--- src/rtl/pc_unit.sv ---
// pc_unit: fetch-stage program counter with trap redirect, circular return-address
// stack and jump-target alignment checking. Drives the instruction ROM address.
`default_nettype none

module pc_unit #(
    parameter int              ADDR_W     = 32,
    parameter int              STEP       = 4,
    parameter logic [ADDR_W-1:0] RESET_ADDR = '0,
    parameter logic [ADDR_W-1:0] TRAP_VEC   = 'h100,
    parameter int              RAS_DEPTH  = 4
) (
    input  logic              clk,
    input  logic              resetIn,
    input  logic              enable,
    input  logic              trapReq,
    input  logic              jumpValid,
    input  logic              callPush,
    input  logic              retPop,
    input  logic [ADDR_W-1:0] addrJump,
    output logic [ADDR_W-1:0] addrOut,
    output logic              rasEmpty,
    output logic              rasFull,
    output logic              misaligned,
    output logic              rasUnderflow
);

    localparam int PTR_W = $clog2(RAS_DEPTH);
    localparam int CNT_W = $clog2(RAS_DEPTH + 1);
    localparam logic [ADDR_W-1:0] STEP_V     = ADDR_W'(STEP);
    localparam logic [ADDR_W-1:0] ALIGN_MASK = ADDR_W'(STEP - 1);
    localparam logic [CNT_W-1:0]  DEPTH_V    = CNT_W'(RAS_DEPTH);

    logic [ADDR_W-1:0] pc_q, pc_d;
    logic [PTR_W-1:0]  ptr_q, ptr_d;
    logic [CNT_W-1:0]  cnt_q, cnt_d;
    logic              mis_q, mis_d;
    logic              unf_q, unf_d;
    logic [ADDR_W-1:0] ras_q [RAS_DEPTH];
    logic [ADDR_W-1:0] ras_d [RAS_DEPTH];

    logic [ADDR_W-1:0] pc_inc;
    logic [ADDR_W-1:0] jump_aligned;
    logic              jump_mis;
    logic [PTR_W-1:0]  ptr_dec;

    assign pc_inc       = pc_q + STEP_V;
    assign jump_aligned = addrJump & ~ALIGN_MASK;
    assign jump_mis     = |(addrJump & ALIGN_MASK);
    // ptr_q is the next write slot, so the top of stack sits one below it
    assign ptr_dec      = ptr_q - PTR_W'(1);

    always_comb begin
        pc_d  = pc_q;
        ptr_d = ptr_q;
        cnt_d = cnt_q;
        mis_d = 1'b0;
        unf_d = 1'b0;
        ras_d = ras_q;
        if (trapReq) begin
            pc_d  = TRAP_VEC;
            cnt_d = '0;
        end else if (!enable) begin
            pc_d = pc_q;
        end else if (retPop) begin
            if (cnt_q != '0) begin
                pc_d  = ras_q[ptr_dec];
                ptr_d = ptr_dec;
                cnt_d = cnt_q - CNT_W'(1);
            end else begin
                pc_d  = jump_aligned;
                mis_d = jump_mis;
                unf_d = 1'b1;
            end
        end else if (jumpValid) begin
            pc_d  = jump_aligned;
            mis_d = jump_mis;
            if (callPush) begin
                // Full stack: overwrite the oldest slot, count saturates
                ras_d[ptr_q] = pc_inc;
                ptr_d        = ptr_q + PTR_W'(1);
                if (cnt_q != DEPTH_V) begin
                    cnt_d = cnt_q + CNT_W'(1);
                end
            end
        end else begin
            pc_d = pc_inc;
        end
    end

    always_ff @(posedge clk or negedge resetIn) begin
        if (!resetIn) begin
            pc_q  <= RESET_ADDR;
            ptr_q <= '0;
            cnt_q <= '0;
            mis_q <= 1'b0;
            unf_q <= 1'b0;
        end else begin
            pc_q  <= pc_d;
            ptr_q <= ptr_d;
            cnt_q <= cnt_d;
            mis_q <= mis_d;
            unf_q <= unf_d;
        end
    end

    // Stack storage needs no reset: entries are only read when count is nonzero
    always_ff @(posedge clk) begin
        ras_q <= ras_d;
    end

    assign addrOut      = pc_q;
    assign rasEmpty     = (cnt_q == '0);
    assign rasFull      = (cnt_q == DEPTH_V);
    assign misaligned   = mis_q;
    assign rasUnderflow = unf_q;

endmodule

`default_nettype wire
--- config.mk ---
export PLATFORM = sky130hd
export DESIGN_NAME = pc_unit
export DESIGN_NICKNAME = d
export VERILOG_FILES = /design/src/rtl/pc_unit.sv
export SDC_FILE = /design/constraint.sdc
export NUM_CORES = 1
export LEC_CHECK = 0
export ABC_CLOCK_PERIOD_IN_PS = 3200
export CORE_MARGIN = 5
export CORE_UTILIZATION = 30
export CTS_CLUSTER_DIAMETER = 80
export DETAILED_ROUTE_END_ITERATION = 10
export PLACE_DENSITY_LB_ADDON = 0.3
export SYNTH_ARGS = -nofsm -noshare
export SYNTH_HDL_FRONTEND = slang
export SYNTH_SLANG_ARGS = --single-unit
--- constraint.sdc ---
create_clock -name clk -period 3.2 [get_ports clk]
set_clock_uncertainty 0.2 [all_clocks]
set_input_delay 0.8 -clock clk [delete_from_list [all_inputs] [get_ports clk]]
set_output_delay 0.8 -clock clk [all_outputs]
set_load 0.01 [all_outputs]
==> out/metrics.csv <==
metric,value,unit
nets,705,
Min-Delay Path Class,in -> async,
Final Hold Fails,0,
drt initial violations,560,
cell count after placement,971,
I/O pin cnt,75,
hold_buf cts,0,
cell internal pwr,4580,uW
via count of the first global-routing pass,5557,
CP Cell Sequence,or3_1 -> clkinv_1 -> clkdlybuf4s50_1,
R2R Setup Slk,0.65,ns
FMAX,341,MHz
Area after DPL,9050,sq um
Die H,170,microns
Critical Path Source,cnt_q[2],
initial antenna violation count,1,
TritonCTS Buffers,17,
Reg2Reg Depth,6,
drt first pass iters,5,
DP Wirelength,15100,microns
CTS Sinks,167,
Post-synth EDFFs,128,
Comb pwr share,31.0,%
syn_area_per_cell,13.7,sq um
Fill cells,2415,
Yosys top cell by area,edfxtp_1,
yosys warns,0,
RD Place Congestion,0.877,
CP Depth,3,
Slew Limit Fails,0,
TNS Setup,0,ns
DRT Wirelength,21800,microns
Synth top area share,49.9,%
sequential fraction of the synthesis area,62.6,%
starting density of the core,30.5,%
PortBufs,74,
sw power,2230,uW
Syn Nets,606,
cells after synthesis,561,
family with the most delay on the worst path,buffers and inverters,
Resize count post-CTS,0,
most frequent cells after synthesis,"128 x edfxtp_1, 61 x nand2_1, 39 x dfrtp_1",
DR vias,5314,
H-tree levels,4,
Remaining DRCs,0,
Site Rows,58,
status,"finished, final reports clean",
"count leader, synth",edfxtp_1,
Setup Buffers After CTS,0,
FF-to-FF Start,addrOut[11],
die area,29000,sq um
critical path class,reg -> out,
dominant synthesized flop cell,edfxtp_1,
pin count of the biggest net entering global routing,40,
core footprint,25300,sq um
slowest CP cell,clkdlybuf4s50_1,
ant diodes,0,
Syn-to-layout area delta,24.9,%
required time of the critical path,2.20,ns
crit path max fanout,6,
post-DR wirelength/cell,21.8,microns
"Clk Latency, worst-skew pair",0.43,ns
CTS tree,yes,
worst-margin pin slew,0.721,ns
Switching Fraction,32.8,%
clk buf depth,2,
Cell variety after synth,54,
Clock power frac,28.9,%
Place WS,0.220,ns
final std cells w/o fill,1003,
final critical-path share of the clock period,91.7,%
clock slew at reported path FFs,0.07,ns
CP bufs+invs,2,
final worst slack,0.265,ns
PwrDens,708,nW/um^2
Die W,170,microns
"Power, Total",6810,uW
RSZ-0062 raised after global routing,no,
# Max-Cap Violations,0,
top post-synthesis cells by area,"edfxtp_1 50%, dfrtp_1 13%, mux4_2 9.4%",
Slew Limit Headroom,52.0,%
crit path time final,2.93,ns
clk root buf,clkbuf_16,
number of vias per cell,5.30,
Final ANT Viol Nets,0,
CP peak stage delay,0.56,ns
leakage power,0.00341,uW
Flop pwr share,40.1,%
global-route wire length before repair,33600,microns
#FFs+latches synth,167,
final setup violation count,0,
Final Instance Area,9620,sq um
Post-synth ARST share,23.4,%
total gr overflow,0,
WP data arrival,1.93,ns
Critical Path End Type,output port,
Max VDD drop,322,uV
Critical Path Source Type,flop,
gr usage total,15.5,%
Post-Syn Area,7700,sq um
layout cells sized above 1,17.7,%
## final cells by class
class / count / area (sq um) / share of cell area (%)
sequential: 167 / 4820 / 50.1
multi-input combinational: 348 / 2690 / 28.0
clock inverter: 15 / 143 / 1.48
timing repair buffer: 115 / 1080 / 11.2
clock buffer: 17 / 425 / 4.42
tap: 330 / 413 / 4.29
inverter: 11 / 41.3 / 0.429
## routing by layer
layer  wire, microns  track usage, %  up-vias
met1            9460            21.5     2707
met2           10500            24.3      222
li1                -               -     2361
met5              12               0        -
met3            1630            3.69       22
met4             274            4.44        2
## cell families after synthesis
group / share of synthesized area (%)
muxes: 10.5
AOI/OAI and AO/OA: 9.02
adders and majority gates: 1.07
xor gates and xnor gates: 3.19
buffers and inverters: 2.45
DFF: 62.6
and+or+nand+nor: 11.1
## placed cells by master (no fill, tap or decap), drive strengths merged, types with 6 or more instances in the layout
master / instances
o31ai: 6
xnor2: 21
nor2: 33
a211o: 6
nor3: 7
buf: 42
nand4: 12
clkdlybuf4s50: 73
nor4: 8
o21ai: 15
xor2: 7
inv: 16
nand2b: 6
a22o: 8
clkinv: 6
nand2: 61
mux2i: 8
clkbuf: 17
and3: 6
a31oi: 10
nand3: 16
edfxtp: 128
and2: 10
dfrtp: 39
a21oi: 21
mux4: 32
## worst paths after layout
| check | end |
|---|---|
| setup / recovery | rasEmpty |
| setup reg to reg | addrOut[17] |
| max in group asynchronous | ptr_q[0] |
| min in group clk | ras_q[32] |
| hold / removal | misaligned |
| hold reg to reg | ras_q[32] |
## state kept, by name (all words and copies together), names as in the netlist
| signal | flops |
|---|---|
| rasUnderflow | 1 |
| misaligned | 1 |
| cnt_q | 3 |
| ptr_q | 2 |
| ras_q | 128 |
| addrOut | 32 |
## power by group through the flow
stage          sequential (uW)  combinational (uW)  clock, uW
3_3_place_gp              2770                2110          0
3_5_place_dp              2770                2130          0
4_1_cts                   2730                2140       2010
5_1_grt                   2750                2300       2100
6_report                  2730                2110       1970
2_1_floorplan             2730                1310          0
## stage by stage
step / hold WS [ns] / utilization, %
6_report: 0.258 / 38.1
5_1_grt: 0.292 / 38.1
4_1_cts: 0.274 / 38.1
3_5_place_dp: 0.352 / 35.8
3_3_place_gp: 0.328 / 35.8
2_1_floorplan: 0.298 / -
## worst register-to-register path: cells and delay by family, from the launching register on
family / cells / cell delay [ns]
compound gates: 1 / 0.21
xor+xnor: 1 / 0.48
buf+inv: 1 / 0.23
flops: 1 / 0.55
simple gates: 3 / 0.82
Note: power is estimated with default switching activity, not from simulation.
==> patch 1, RTL diff (same flow settings) <==
Set the parameter `TRAP_VEC` to 'h0C0 (it was 'h100).
--- a/src/rtl/pc_unit.sv
+++ b/src/rtl/pc_unit.sv
@@ -7,5 +7,5 @@
     parameter int              STEP       = 4,
     parameter logic [ADDR_W-1:0] RESET_ADDR = '0,
-    parameter logic [ADDR_W-1:0] TRAP_VEC   = 'h100,
+    parameter logic [ADDR_W-1:0] TRAP_VEC   = 'h0C0,
     parameter int              RAS_DEPTH  = 4
 ) (
Function: changed (Yosys sat finds a counterexample within 4 cycles, from zero or initial values and one cycle with resetIn low).
==> patch 1 against the unedited design <==
Area after synthesis fell by 1.8%. Sequential cell count did not move. Worst setup slack improved by 0.027 ns. Design area fell by 1.8%. Routed wire length fell by 7.2%. Count of clock-buffer cells in the layout rose by 5. Total power fell by 15%. Fmax rose by 0.91%. Critical path type unchanged.
==> patch 1: results (changes against the unedited design) <==
** Layout
- Fill count :: 2,394 (was 2,415)
- The multi-input gate count came to 299 (was 348).
- Layout clock buffers :: 22 (was 17)
- Sequential portion of the cell area :: 51.1% (was 50.1%)
- The proportion of cell area occupied by multi-input gates was 26.9% (was 28.0%).
- ClkCell Share :: 6.04% (was 5.91%)

** Power
- Proportion of power drawn by flip-flops and latches :: 43.3% (was 40.1%)
- Worst voltage drop across the vdd grid :: 0.364 mV (was 0.322 mV)
- The leakage power summed over all cells is 0.00325 uW (was 0.00341 uW).
- Int Pwr :: 4300 uW (was 4580 uW)
- Total clock network power :: 2010 uW (was 1970 uW)

** Outcome
- Run status :: finished, final reports clean (unchanged)

** Place
- The detailed placer's ending HPWL came to 13,900 um (was 15,100 um).
- Placer's final routability congestion estimate :: 0.840 (was 0.877)

** Critical path
- The maximum fanout along the worst path came to 8 (was 6).
- The data arrival at the endpoint of the critical path came to 1.91 ns (was 1.93 ns).
- The depth of the worst register-to-register path was 7 (was 6).
- The worst stage delay on the critical path was 0.62 ns (was 0.56 ns).
- Origin of the worst setup path :: cnt_q[1] (was cnt_q[2])
- Reg-to-reg setup timing slack :: 0.51 ns (was 0.65 ns)

** Global route
- The first-pass GRT wire length was 31,100 um (was 33,600 um).
- Via count of the first global-routing pass :: 5,118 (was 5,557)
- The initial antenna violation count was 0 (was 1).

** Routing
- The average via count per standard cell is 5.15 (was 5.30).
- Detailed Routing Iterations Pass 1 :: 7 (was 5)

** Synthesis
- Area contributors post-synth :: sky130_fd_sc_hd__edfxtp_1, sky130_fd_sc_hd__dfrtp_1, sky130_fd_sc_hd__mux4_2, sky130_fd_sc_hd__o221ai_1, sky130_fd_sc_hd__xnor2_1 (was sky130_fd_sc_hd__edfxtp_1, sky130_fd_sc_hd__dfrtp_1, sky130_fd_sc_hd__mux4_2, sky130_fd_sc_hd__nand2_1, sky130_fd_sc_hd__xnor2_1)
- The post-synth net total was 561 (was 606).
- Sequential cell area fraction in the yosys report :: 63.8% (was 62.6%)
- Leading post-synthesis cells by instance count :: sky130_fd_sc_hd__edfxtp_1, sky130_fd_sc_hd__dfrtp_1, sky130_fd_sc_hd__nand2_1 (was sky130_fd_sc_hd__edfxtp_1, sky130_fd_sc_hd__nand2_1, sky130_fd_sc_hd__dfrtp_1)
- Post-synth cell types :: 59 (was 54)

** STA
- Worst-case headroom to the max-slew limit :: 38.8% (was 52.0%)
- The timing-limited maximum frequency was 0.344 GHz (was 0.341 GHz).
[patch 1: cell count changes after synthesis, moves of 5 or more]
cell	change
sky130_fd_sc_hd__a21o_1	+7
sky130_fd_sc_hd__a22o_1	-7
sky130_fd_sc_hd__and2_1	-6
sky130_fd_sc_hd__clkbuf_1	-10
sky130_fd_sc_hd__inv_1	+11
sky130_fd_sc_hd__mux2i_1	-7
sky130_fd_sc_hd__nand2_1	-28
sky130_fd_sc_hd__nand2b_1	-5
sky130_fd_sc_hd__nand4_1	-10
sky130_fd_sc_hd__nor2_1	-12
sky130_fd_sc_hd__o21ai_0	+8
sky130_fd_sc_hd__o221ai_1	+19
sky130_fd_sc_hd__o2bb2ai_1	+9
sky130_fd_sc_hd__o31ai_1	-5
[patch 1: logic make-up after synthesis]
family | Yosys count | share of synthesized area, %
xor+xnor | 23 | 2.67
compound gates | 120 | 11.5
mux | 34 | 9.82
fa+ha+maj | 6 | 1.09
flops | 167 | 63.8
simple gates | 116 | 8.38
buf+inv | 50 | 2.81
[patch 1: metrics by stage]
stage / hold WS [ns] / cells / power, uW / util (%) / cell area (um2)
2_1_floorplan: 0.298 / 516 / 3410 / - / 7560
3_3_place_gp: 0.332 / 919 / 3870 / 35.5 / 8870
3_5_place_dp: 0.325 / 919 / 3890 / 35.5 / 8870
4_1_cts: 0.270 / 950 / 5890 / 37.8 / 9440
5_1_grt: 0.282 / 950 / 6080 / 37.8 / 9440
6_report: 0.243 / 950 / 5820 / 37.8 / 9440
[patch 1: metal layers]
metal	wire length, um	track usage (%)	vias up
li1	-	-	2233
met1	8790	18.4	2494
met2	10100	24.1	134
met3	1090	4.02	28
met4	303	4.55	0
met5	0	0	-
==> patch 2, RTL diff (config.mk and constraints unchanged) <==
Without the edit above. The output `rasUnderflow` loses its register stage (`unf_q` becomes a continuous assignment).
--- a/src/rtl/pc_unit.sv
+++ b/src/rtl/pc_unit.sv
@@ -94,5 +94,4 @@
             cnt_q <= '0;
             mis_q <= 1'b0;
-            unf_q <= 1'b0;
         end else begin
             pc_q  <= pc_d;
@@ -100,7 +99,8 @@
             cnt_q <= cnt_d;
             mis_q <= mis_d;
-            unf_q <= unf_d;
         end
     end
+
+    assign unf_q = unf_d;
 
     // Stack storage needs no reset: entries are only read when count is nonzero
Formal check against the unedited RTL: not equivalent (Yosys sat finds a counterexample within 4 cycles, from zero or initial values and one cycle with resetIn low).
==> patch 2 against the unedited design <==
Worst setup slack got worse by 0.19 ns. Sequential cell count is 1 lower. Fmax is 6.1% lower. Total power is 1.7% higher. Routed wire length fell by 1.6%. Clock power increased by 5%. Area after synthesis down 0.33%. Core utilization is 0.30 points higher. Non-clock buffer count is 8 lower. Register-to-register slack got worse by 0.13 ns. Design area up 0.49%. Critical path type unchanged. Largest cell class unchanged.
==> patch 2: results (changes against the unedited design) <==
** Synthesis
- Leading post-synthesis cells by instance count :: sky130_fd_sc_hd__edfxtp_1, sky130_fd_sc_hd__nand2_1, sky130_fd_sc_hd__dfrtp_1 (unchanged)
- Asr flop ratio synth :: 22.9% (was 23.4%)
- The post-synthesis share of cell area spent on xor and xnor gates is 3.20% (was 3.19%).
- Post-Synth Adder-Cell Area :: 1.08% (was 1.07%)
- The portion of the post-synthesis area used by sequential elements is 62.5% (was 62.6%).
- Area contributors post-synth: sky130_fd_sc_hd__edfxtp_1, sky130_fd_sc_hd__dfrtp_1, sky130_fd_sc_hd__mux4_2, sky130_fd_sc_hd__nand2_1, sky130_fd_sc_hd__xnor2_1 (unchanged).
- Post-synth cell types :: 54 (unchanged)
- The multiplexer fraction of the synthesized cell area came to 10.6% (was 10.5%).
- The complex-gate fraction of the synthesized area came to 9.05% (was 9.02%).
- Net count after synthesis :: 605 (was 606)

** Routing
- The total length of routed met2 wires was 10,300 um (was 10,500 um).
- Top layer in use :: met4 (was met5)
- The final routed wirelength across all metal layers came to 21,500 um (was 21,800 um).
- Total via count in the routed design :: 5,243 (was 5,314)
- Iteration-0 DRC count of the detailed router :: 484 (was 560)
- The met3 wire length came to 1670 um (was 1630 um).

** Clock tree
- # resized after CTS :: 7 (was 0)
- Clock transition at the registers of the reported paths :: 0.07 ns (about the same)
- The maximum buffer depth of the clock tree came to 2 (unchanged).

** STA
- Worst-case headroom to the max-slew limit :: 29.3% (was 52.0%)

** Layout
- The ratio of cells with drive above 1 in the final layout was 16.7% (was 17.7%).
- The number of filler instances in the final layout is 2,349 (was 2,415).
- Number of nets in the final layout :: 696 (was 705)

** Global route
- Largest net degree at the start of global routing :: 39 (was 40)
- The number of global-route vias before repair was 5,464 (was 5,557).
- The first-pass GRT wire length was 32,600 um (was 33,600 um).
- Initial antenna violation count :: 0 (was 1)
- The total routing usage reported by global routing is 15.1% (was 15.5%).

** Place
- The routability-driven placement congestion ratio came to 0.829 (was 0.877).

** Outcome
- Run status: finished, final reports clean (unchanged).

** Power
- The leakage power summed over all cells came to 0.00339 uW (was 0.00341 uW).
- Worst voltage drop across the vdd grid :: 0.371 mV (was 0.322 mV)

** Critical path
- Delay of the slowest critical-path stage :: 0.53 ns (was 0.56 ns)
- Largest driver fanout on the critical path :: 19 (was 6)
- Arr. time, crit path :: 2.13 ns (was 1.93 ns)
-- patch 2: path summary, 6_finish.rpt --
check	start	endpoint	slack [ns]	depth (start not counted)
min	resetIn	misaligned	0.36	1
max reg2reg	cnt_q[0]	addrOut[30]	0.52	7
max in group asynchronous	resetIn	ptr_q[0]	1.73	1
min reg2reg	addrOut[0]	ras_q[32]	0.38	0
min in group clk	addrOut[0]	ras_q[32]	0.38	0
max	cnt_q[2]	rasEmpty	0.07	4
-- patch 2: area by class of cell --
class / instances / area, um2 / area share, %
flip-flops and latches: 166 / 4800 / 49.6
multi-input cells: 348 / 2710 / 28.0
repair buffers: 107 / 1110 / 11.5
clock buffers: 18 / 429 / 4.44
well taps: 330 / 413 / 4.27
clock inverters: 14 / 159 / 1.64
inverters: 11 / 41.3 / 0.427
-- patch 2: routing by layer --
| metal | GRT usage, % | vias to the layer above |
|---|---|---|
| met5 | 0 | - |
| met4 | 3.40 | 0 |
| met3 | 4.62 | 26 |
| met2 | 24.5 | 215 |
| met1 | 20.1 | 2650 |
| li1 | - | 2352 |
-- patch 2: through the flow --
stage | instance area [um2] | worst slack, ns | total power [uW] | std cells | utilization, %
2_1_floorplan | 7670 | 0.0554 | 4030 | 560 | -
3_3_place_gp | 9050 | -0.324 | 4870 | 962 | 35.9
3_5_place_dp | 9050 | -0.336 | 4900 | 962 | 35.9
4_1_cts | 9660 | 0.0431 | 6990 | 994 | 38.4
5_1_grt | 9660 | 0.00444 | 7260 | 994 | 38.4
6_report | 9660 | 0.0745 | 6920 | 994 | 38.4
-- patch 2: power by group --
part           switching [uW]  leakage, uW  internal [uW]
clock                     842     0.000276           1220
combinational            1080      0.00144           1070
sequential                193      0.00167           2530
